`src/rtl/imm_gen_pipe_if.sv`:
```
// Handshake bundle for the immediate-generation stage: upstream instruction
// channel, downstream decoded-entry channel and the pipeline flush.
interface imm_gen_pipe_if #(
  parameter int unsigned XLEN  = 32,
  parameter int unsigned TAG_W = 32
);

  logic             flush;
  logic             in_valid;
  logic             in_ready;
  logic [31:0]      instr;
  logic [TAG_W-1:0] in_tag;
  logic             out_valid;
  logic             out_ready;
  logic [XLEN-1:0]  imm_op;
  logic [2:0]       imm_type;
  logic             illegal;
  logic [31:0]      out_instr;
  logic [TAG_W-1:0] out_tag;

  // Environment side: drives instructions in, consumes decoded entries.
  modport master (
    output flush, in_valid, instr, in_tag, out_ready,
    input  in_ready, out_valid, imm_op, imm_type, illegal, out_instr, out_tag
  );

  // Stage side.
  modport slave (
    input  flush, in_valid, instr, in_tag, out_ready,
    output in_ready, out_valid, imm_op, imm_type, illegal, out_instr, out_tag
  );

endinterface

```
`src/rtl/imm_gen_pipe.sv`:
```
// Registered, handshaked immediate-generation stage. Decodes the instruction
// format, produces the XLEN-wide immediate, a format code and an illegal flag,
// and carries the raw instruction plus a sideband tag alongside.
module imm_gen_pipe #(
  parameter int unsigned XLEN  = 32,
  parameter int unsigned TAG_W = 32,
  parameter int unsigned SKID  = 1
) (
  input logic           clk,
  input logic           rst,
  imm_gen_pipe_if.slave bus
);

  localparam logic [4:0] OpLoad    = 5'b00000;
  localparam logic [4:0] OpMiscMem = 5'b00011;
  localparam logic [4:0] OpOpImm   = 5'b00100;
  localparam logic [4:0] OpAuipc   = 5'b00101;
  localparam logic [4:0] OpOpImm32 = 5'b00110;
  localparam logic [4:0] OpStore   = 5'b01000;
  localparam logic [4:0] OpOp      = 5'b01100;
  localparam logic [4:0] OpLui     = 5'b01101;
  localparam logic [4:0] OpOp32    = 5'b01110;
  localparam logic [4:0] OpBranch  = 5'b11000;
  localparam logic [4:0] OpJalr    = 5'b11001;
  localparam logic [4:0] OpJal     = 5'b11011;
  localparam logic [4:0] OpSystem  = 5'b11100;

  localparam logic [2:0] TypeR   = 3'b000;
  localparam logic [2:0] TypeI   = 3'b001;
  localparam logic [2:0] TypeS   = 3'b010;
  localparam logic [2:0] TypeB   = 3'b011;
  localparam logic [2:0] TypeU   = 3'b100;
  localparam logic [2:0] TypeJ   = 3'b101;
  localparam logic [2:0] TypeCsr = 3'b110;
  localparam logic [2:0] TypeIll = 3'b111;

  localparam bit Is64 = (XLEN == 64);
  localparam bit HasSkid = (SKID != 0);

  typedef struct packed {
    logic [XLEN-1:0]  imm;
    logic [2:0]       typ;
    logic             illegal;
    logic [31:0]      instr;
    logic [TAG_W-1:0] tag;
  } entry_t;

  entry_t          dec;
  entry_t          main_q, main_d;
  entry_t          skid_q, skid_d;
  logic            main_valid_q, main_valid_d;
  logic            skid_valid_q, skid_valid_d;
  logic            accept;
  logic            main_free;
  logic [4:0]      opcode;
  logic [2:0]      funct3;
  logic [XLEN-1:0] imm_i, imm_s, imm_b, imm_u, imm_j, imm_z;

  assign opcode = bus.instr[6:2];
  assign funct3 = bus.instr[14:12];

  // Signed size casts replicate INSTR[31] up to XLEN.
  assign imm_i = XLEN'($signed(bus.instr[31:20]));
  assign imm_s = XLEN'($signed({bus.instr[31:25], bus.instr[11:7]}));
  assign imm_b = XLEN'($signed({bus.instr[31], bus.instr[7], bus.instr[30:25],
                                bus.instr[11:8], 1'b0}));
  assign imm_u = XLEN'($signed({bus.instr[31:12], 12'h000}));
  assign imm_j = XLEN'($signed({bus.instr[31], bus.instr[19:12], bus.instr[20],
                                bus.instr[30:21], 1'b0}));
  assign imm_z = XLEN'(bus.instr[19:15]);

  // Format decode of the incoming instruction; anything unrecognised is illegal.
  always_comb begin
    dec.imm     = '0;
    dec.typ     = TypeIll;
    dec.illegal = 1'b1;
    dec.instr   = bus.instr;
    dec.tag     = bus.in_tag;
    if (bus.instr[1:0] == 2'b11) begin
      case (opcode)
        OpLoad, OpOpImm, OpJalr, OpMiscMem: begin
          dec.imm     = imm_i;
          dec.typ     = TypeI;
          dec.illegal = 1'b0;
        end
        OpStore: begin
          dec.imm     = imm_s;
          dec.typ     = TypeS;
          dec.illegal = 1'b0;
        end
        OpBranch: begin
          dec.imm     = imm_b;
          dec.typ     = TypeB;
          dec.illegal = 1'b0;
        end
        OpLui, OpAuipc: begin
          dec.imm     = imm_u;
          dec.typ     = TypeU;
          dec.illegal = 1'b0;
        end
        OpJal: begin
          dec.imm     = imm_j;
          dec.typ     = TypeJ;
          dec.illegal = 1'b0;
        end
        OpOp: begin
          dec.typ     = TypeR;
          dec.illegal = 1'b0;
        end
        OpSystem: begin
          if (funct3 == 3'b100) begin
            dec.typ     = TypeIll;
            dec.illegal = 1'b1;
          end else if (funct3[2]) begin
            dec.imm     = imm_z;
            dec.typ     = TypeCsr;
            dec.illegal = 1'b0;
          end else begin
            dec.imm     = imm_i;
            dec.typ     = TypeI;
            dec.illegal = 1'b0;
          end
        end
        OpOpImm32: begin
          if (Is64) begin
            dec.imm     = imm_i;
            dec.typ     = TypeI;
            dec.illegal = 1'b0;
          end
        end
        OpOp32: begin
          if (Is64) begin
            dec.typ     = TypeR;
            dec.illegal = 1'b0;
          end
        end
        default: begin
          dec.imm     = '0;
          dec.typ     = TypeIll;
          dec.illegal = 1'b1;
        end
      endcase
    end
  end

  assign main_free    = ~main_valid_q | bus.out_ready;
  // Skid mode: ready comes straight from a flop, so it never depends on out_ready.
  assign bus.in_ready = HasSkid ? ~skid_valid_q : main_free;
  assign accept       = bus.in_valid & bus.in_ready;

  // Next-state for the MAIN/SKID entries; strict FIFO order, flush drops both.
  always_comb begin
    main_d       = main_q;
    skid_d       = skid_q;
    main_valid_d = main_valid_q;
    skid_valid_d = skid_valid_q;
    if (bus.flush) begin
      main_valid_d = 1'b0;
      skid_valid_d = 1'b0;
    end else if (main_free) begin
      if (skid_valid_q) begin
        main_d       = skid_q;
        main_valid_d = 1'b1;
        skid_valid_d = accept;
        if (accept) begin
          skid_d = dec;
        end
      end else begin
        main_valid_d = accept;
        if (accept) begin
          main_d = dec;
        end
      end
    end else if (accept && HasSkid) begin
      // MAIN is held by backpressure, so the new entry parks in SKID.
      skid_d       = dec;
      skid_valid_d = 1'b1;
    end
  end

  // State registers with synchronous reset.
  always_ff @(posedge clk) begin
    if (rst) begin
      main_q       <= '0;
      skid_q       <= '0;
      main_valid_q <= 1'b0;
      skid_valid_q <= 1'b0;
    end else begin
      main_q       <= main_d;
      skid_q       <= skid_d;
      main_valid_q <= main_valid_d;
      skid_valid_q <= skid_valid_d;
    end
  end

  assign bus.out_valid = main_valid_q;
  assign bus.imm_op    = main_q.imm;
  assign bus.imm_type  = main_q.typ;
  assign bus.illegal   = main_q.illegal;
  assign bus.out_instr = main_q.instr;
  assign bus.out_tag   = main_q.tag;

endmodule

```
`src/flat_wrapper.sv`:
```
// flat-port wrapper written by rule: the top's interface ports become plain ports
module imm_gen_pipe_flat 
#(
  parameter int unsigned XLEN  = 32,
  parameter int unsigned TAG_W = 32,
  parameter int unsigned SKID  = 1
)
  (clk, rst, bus_flush, bus_in_valid, bus_instr, bus_in_tag, bus_out_ready, bus_in_ready, bus_out_valid, bus_imm_op, bus_imm_type, bus_illegal, bus_out_instr, bus_out_tag);
  imm_gen_pipe_if #(.XLEN(XLEN), .TAG_W(TAG_W)) bus_i ();
  input logic clk;
  input logic rst;
  input wire logic [$bits(bus_i.flush)-1:0] bus_flush;
  input wire logic [$bits(bus_i.in_valid)-1:0] bus_in_valid;
  input wire logic [$bits(bus_i.instr)-1:0] bus_instr;
  input wire logic [$bits(bus_i.in_tag)-1:0] bus_in_tag;
  input wire logic [$bits(bus_i.out_ready)-1:0] bus_out_ready;
  output wire logic [$bits(bus_i.in_ready)-1:0] bus_in_ready;
  output wire logic [$bits(bus_i.out_valid)-1:0] bus_out_valid;
  output wire logic [$bits(bus_i.imm_op)-1:0] bus_imm_op;
  output wire logic [$bits(bus_i.imm_type)-1:0] bus_imm_type;
  output wire logic [$bits(bus_i.illegal)-1:0] bus_illegal;
  output wire logic [$bits(bus_i.out_instr)-1:0] bus_out_instr;
  output wire logic [$bits(bus_i.out_tag)-1:0] bus_out_tag;
  assign bus_i.flush = bus_flush;
  assign bus_i.in_valid = bus_in_valid;
  assign bus_i.instr = bus_instr;
  assign bus_i.in_tag = bus_in_tag;
  assign bus_i.out_ready = bus_out_ready;
  assign bus_in_ready = bus_i.in_ready;
  assign bus_out_valid = bus_i.out_valid;
  assign bus_imm_op = bus_i.imm_op;
  assign bus_imm_type = bus_i.imm_type;
  assign bus_illegal = bus_i.illegal;
  assign bus_out_instr = bus_i.out_instr;
  assign bus_out_tag = bus_i.out_tag;
  imm_gen_pipe #(.XLEN(XLEN), .TAG_W(TAG_W), .SKID(SKID)) u_core (.clk(clk), .rst(rst), .bus(bus_i));
endmodule
```
`config.mk`:
```
export PLATFORM = sky130hd
export DESIGN_NAME = imm_gen_pipe_flat
export DESIGN_NICKNAME = d
export VERILOG_FILES = /design/src/rtl/imm_gen_pipe_if.sv /design/src/rtl/imm_gen_pipe.sv /design/src/flat_wrapper.sv
export SDC_FILE = /design/constraint.sdc
export NUM_CORES = 1
export LEC_CHECK = 0
export ABC_AREA = 1
export CAP_MARGIN = 30
export CORE_UTILIZATION = 50
export DETAILED_ROUTE_END_ITERATION = 7
export GPL_TIMING_DRIVEN = 0
export PLACE_DENSITY_LB_ADDON = 0.12
export SLEW_MARGIN = 25
export SYNTH_ARGS = -nofsm -noshare
export SYNTH_HDL_FRONTEND = slang
export SYNTH_SLANG_ARGS = --single-unit
```
`constraint.sdc`:
```
create_clock -name clk -period 3.2 [get_ports clk]
set_input_delay 0.64 -clock clk [delete_from_list [all_inputs] [get_ports clk]]
set_output_delay 0.64 -clock clk [all_outputs]
set_load 0.02 [all_outputs]
```
# --- Word level (Yosys, flattened, before mapping) ---
# Index checks and enable logic that the tools add are counted.
word_totals:
  ff_bits: 202
  output_inout_bits: 102
  elab_cells: 53
op_classes:
  n_eq_ne: 13
  n_mux: 15
  bitwise: 5
  n_reduce_logical: 8
op_table:
  columns: ["op", "count"]
  rows:
  - ["2-to-1 mux 100 bit", 5]
  - ["case mux 32 bit (6 select lines)", 1]
  - ["2-to-1 mux 36 bit", 2]
  - ["2-to-1 mux 32 bit", 1]
  - ["case mux 4 bit (7 select lines)", 1]
  - ["== test 5 bit, second input constant", 4]
  - ["== test 5 x 4 -> 1 bit, second input constant", 3]
  - ["== test 5 x 3 -> 1 bit, second input constant", 2]
  - ["== test 5 x 2 -> 1 bit, second input constant", 1]
  - ["logical NOT 5 bit", 1]
  - ["2-to-1 mux 1 bit", 4]
  - ["2-to-1 mux 4 bit", 1]
  - ["nonzero test 2 bit", 2]
  - ["OR reduction 2 bit", 2]
  - ["OR reduction 4 bit", 1]
  - ["== test 3 bit, second input constant", 1]
  - ["NOT 1 bit", 3]
  - ["AND reduction 3 bit", 1]
  - ["== test 2 bit, second input constant", 1]
  - ["inequality test 2 x 1 -> 1 bit, second input constant", 1]
  - ["AND reduction 2 bit", 1]
  - ["AND 1 bit", 1]
  - ["OR 1 bit", 1]

# --- Longest topological paths before layout ---
logic_depth:
  ltp_word: 7
  ltp_mapped: 11
  ltp_nobuf: 10

# --- Worst setup path after synthesis ---
# OpenSTA, ideal clock, no wires.
synth_path:
  path_kind: "input to register"
  startpoint: "in bus_instr[6]"
  endpoint: "reg u_core.main_q, in the netlist u_core.bus.imm_op[27]"
  t_arrival_ns: 1.715
  required_time_ns: 3.130
  slack_ns: 1.415
  cell_stages: 10
  n_path_buf: 2
  cell_sequence: "buf_4 nand3_1 nor2_4 nand2_1 nand2_1 buf_6 nor2_1 nand2_1 nand3_1 a21oi_1"
synth_between:
  elab_chain_cells: 6
  elab_cells_between_ends: 16
synth_lines:
  columns: ["element", "line", "rtl"]
  rows:
  - ["start, declared", "flat_wrapper.sv:14", "input wire logic [$bits(bus_i.instr)-1:0] bus_instr;"]
  - ["== test 5 x 3 -> 1 bit (tied with other cells)", "imm_gen_pipe.sv:80", "case (opcode)"]
  - ["OR reduction 4 bit / OR reduction 2 bit (equally long branches)", "imm_gen_pipe.sv:80", null]
  - ["case mux 32 bit (6 select lines) (*)", "imm_gen_pipe.sv:80", null]
  - ["2-to-1 mux 36 bit (*)", "imm_gen_pipe.sv:79", "if (bus.instr[1:0] == 2'b11) begin"]
  - ["2-to-1 mux 100 bit (*)", "imm_gen_pipe.sv:170", "if (accept) begin"]
  - ["2-to-1 mux 100 bit (*)", "imm_gen_pipe.sv:161", "if (skid_valid_q) begin"]
  - ["end signal, assigned", "imm_gen_pipe.sv:189", "main_q <= main_d;"]
  - ["end, declared", "imm_gen_pipe.sv:49", "entry_t main_q, main_d;"]
# Every way passes the cells marked *; elsewhere a longest branch is shown, timed or not. The select of a mux whose other input is x is not followed.
# A chain may end at the register's enable or synchronous reset.

# --- Final worst setup path ---
layout_path:
  startpoint: "reg u_core.skid_valid_q"
  endpoint: "out bus_in_ready"
layout_between:
  elab_chain_cells: 1
layout_lines:
  columns: ["element", "line", "rtl"]
  rows:
  - ["start, declared", "imm_gen_pipe.sv:52", "logic skid_valid_q, skid_valid_d;"]
  - ["start signal, assigned", "imm_gen_pipe.sv:192", "skid_valid_q <= skid_valid_d;"]
  - ["NOT 1 bit", "imm_gen_pipe.sv:148", "assign bus.in_ready = HasSkid ? ~skid_valid_q : main_free;"]
  - ["end, declared", "flat_wrapper.sv:17", "output wire logic [$bits(bus_i.in_ready)-1:0] bus_in_ready;"]
# Every way passes these cells.

==> metrics.cfg <==
[global_routing]
grt_max_degree=14
grt_pass1_vias=8626
overflow=0
antenna_found_initial=0
grt_usage_pct=31.01
grt_pass1_wl_mm=44.71

[clocking]
clk_latency_ns=0.51
clock_path_buffers=3
holdBufCountCts=0
cts.repair.resized=0
post_cts_buffers=0
numClockSinks=202
clk_pin_slew_ns=0.06
cts_buffers=22
cts_tree=yes
htreeDepth=1
root_buffer=clkbuf_16

[setup_path]
required_ns=2.56
worstSetupStartpointType=register
end_kind=output pin
path_cells=inv_1 > clkbuf_1 > buf_2 > clkdlybuf4s50_1
crit_fanout=10
worst_path_largest_cell_delay_ns=0.66
crit_slowest_cell=clkdlybuf4s50_1
worst_ep_arrival_time_ns=2.52
crit_type=register to output pin

[floorplanning]
dieArea_mm2=0.01795
num_rows=47
core_mm2=0.01682
die_y_um=134.0
io_pins=171
fp.dieW_um=134.0
start_util_pct=51.78

[synth]
yosysTopAreaCell=dfxtp_1
ys_types=23
syn_inst=1225
seq_area_frac_synth_pct=46.44
syn_nets=1294
synth_area_mm2=0.008708
synth_area_leaders=dfxtp_1, o21ai_0, nand2_1, a21oi_1, a31oi_1
yosysTopAreaCellShare_pct=46.44
synth_area_per_cell_um2=7.109
yosysWarnings=0
synth-seq-cells=202

[timing]
post-route-min-period_ns=3.163
tightest_slew_ns=0.7747
finalHoldViolCount=0
fmax_mhz=316.1
finalMaxSlewViolations=0
fin_crit_sh_pct=98.86
setup_viol=0
setup_tns_ns=0
skew_ns=0.01020
holdWs_ns=0.4738
grt_setup_unrepaired=no
slew_headroom_pct=48.35

[layout]
antennaDiodeCount=0
stdcell_count=1650
fin_nets=1486
layout-drive-gt1-share_pct=4.545
area_growth_pct=30.40
layout_common_cells=nand2_1, o21ai_0, dfxtp_1
mostFrequentLayoutCell=nand2_1
stdcell_area_mm2=0.01136

[routing]
drc=0
drt-pass1-iter-count=5
antenna_left=0
vias=9363
vias_per_cell=5.675
wl_per_cell_um=16.93
drt_wl_total_mm=27.93
drt_iter0_drc=783

[placed_design]
dp_hpwl_mm=19.58
gp_congestion=0.9132
placed_cell_area_mm2=0.01067
place_inst=1613
portBuffers=168

[pwr]
powerDensity_mw_per_mm2=521.2
vdd_drop_max_uv=355.2
power.leakage_uw=0.004782
total_power_uw=5918

[flow_run]
drv_cap=0

[run_status]
status=completed

[worst_hold_path]
holdCritPathClass=register to register

[synthesized netlist by cell type]
cell type    n
buf_4        1
buf_2       18
inv_2        4
nor2_1      77
a211oi_1     1
nand2_1    254
clkbuf_1    81
nand3_2      2
nor4_1       1
a31oi_1     64
buf_1        5
inv_1       66
o21ai_0    205
a21oi_1    161
nand3_1     48
dfxtp_1    202
nor3_1       1
nor2_2       2
clkbuf_2     1
nor2_4       1
buf_6        1
nand4_2      1
nand4_1     28
[flip-flops by register name, summed over array words and instances (netlist names)]
register and cells:
u_core.bus.out_valid 1, u_core.bus.illegal 1, u_core.bus.imm_op 32, u_core.bus.imm_type 3, u_core.bus.out_tag 32, u_core.skid_valid_q 1
u_core.skid_q 100, u_core.bus.out_instr 32
[worst max-delay path: cells and delay by family (launching register included)]
family / cells / cell delay, ns
buffers and inverters: 4 / 1.69
flip-flops: 1 / 0.33
[stage by stage]
| stage | utilization (%) | setup slack, ns |
|---|---|---|
| floorplan | - | 1.415 |
| global placement | 63.41 | 0.3302 |
| detailed placement | 63.41 | 0.3373 |
| CTS | 67.52 | 0.1045 |
| global route | 67.52 | 0.02594 |
| finish | 67.52 | 0.03660 |
[power by group]
| group | leakage [uW] | internal [uW] | switching (uW) |
|---|---|---|---|
| sequential | 0.00165 | 2620 | 52.4 |
| combinational | 0.00280 | 329 | 469 |
| clock | 0.000339 | 1420 | 1030 |
[metal layers]
| layer | vias to the layer above | track usage, % | routed length, um |
|---|---|---|---|
| met2 | 461 | 49.57 | 12420 |
| met4 | 0 | 12.06 | 868 |
| li1 | 4538 | - | - |
| met1 | 4301 | 42.75 | 12120 |
| met5 | - | 0 | 0 |
| met3 | 63 | 3.553 | 2526 |
[path summary, 6_finish.rpt]
| check | from | to | slack (ns) | depth (start not counted) |
|---|---|---|---|---|
| worst max-delay path | u_core.skid_valid_q | bus_in_ready | 0.04 | 4 |
| worst min-delay path | u_core.skid_q[5] | u_core.bus.out_tag[5] | 0.47 | 2 |
| worst max register to register | u_core.bus.out_valid | u_core.skid_q[68] | 1.08 | 7 |
| worst min register to register | u_core.skid_q[5] | u_core.bus.out_tag[5] | 0.47 | 2 |
[area by class of cell]
| cell class | instances | area [um2] |
|---|---|---|
| buffer | 107 | 436.7 |
| clock buffer | 31 | 655.6 |
| clock inverter | 6 | 35.03 |
| fill | 1554 | 5463 |
| inverter | 70 | 262.8 |
| multi-input combinational | 846 | 3965 |
| sequential | 202 | 4044 |
| tap | 220 | 275.3 |
| timing repair buffer | 168 | 1682 |
[cell families (layout without fill, tap and decap cells)]
| logic type | Yosys count | count (layout) | synth area share, % |
|---|---|---|---|
| compound gates | 431 | 431 | 25.72 |
| buf+inv | 177 | 382 | 8.032 |
| simple gates | 415 | 415 | 19.81 |
| flops | 202 | 202 | 46.44 |
(Power assumes the default switching activity.)
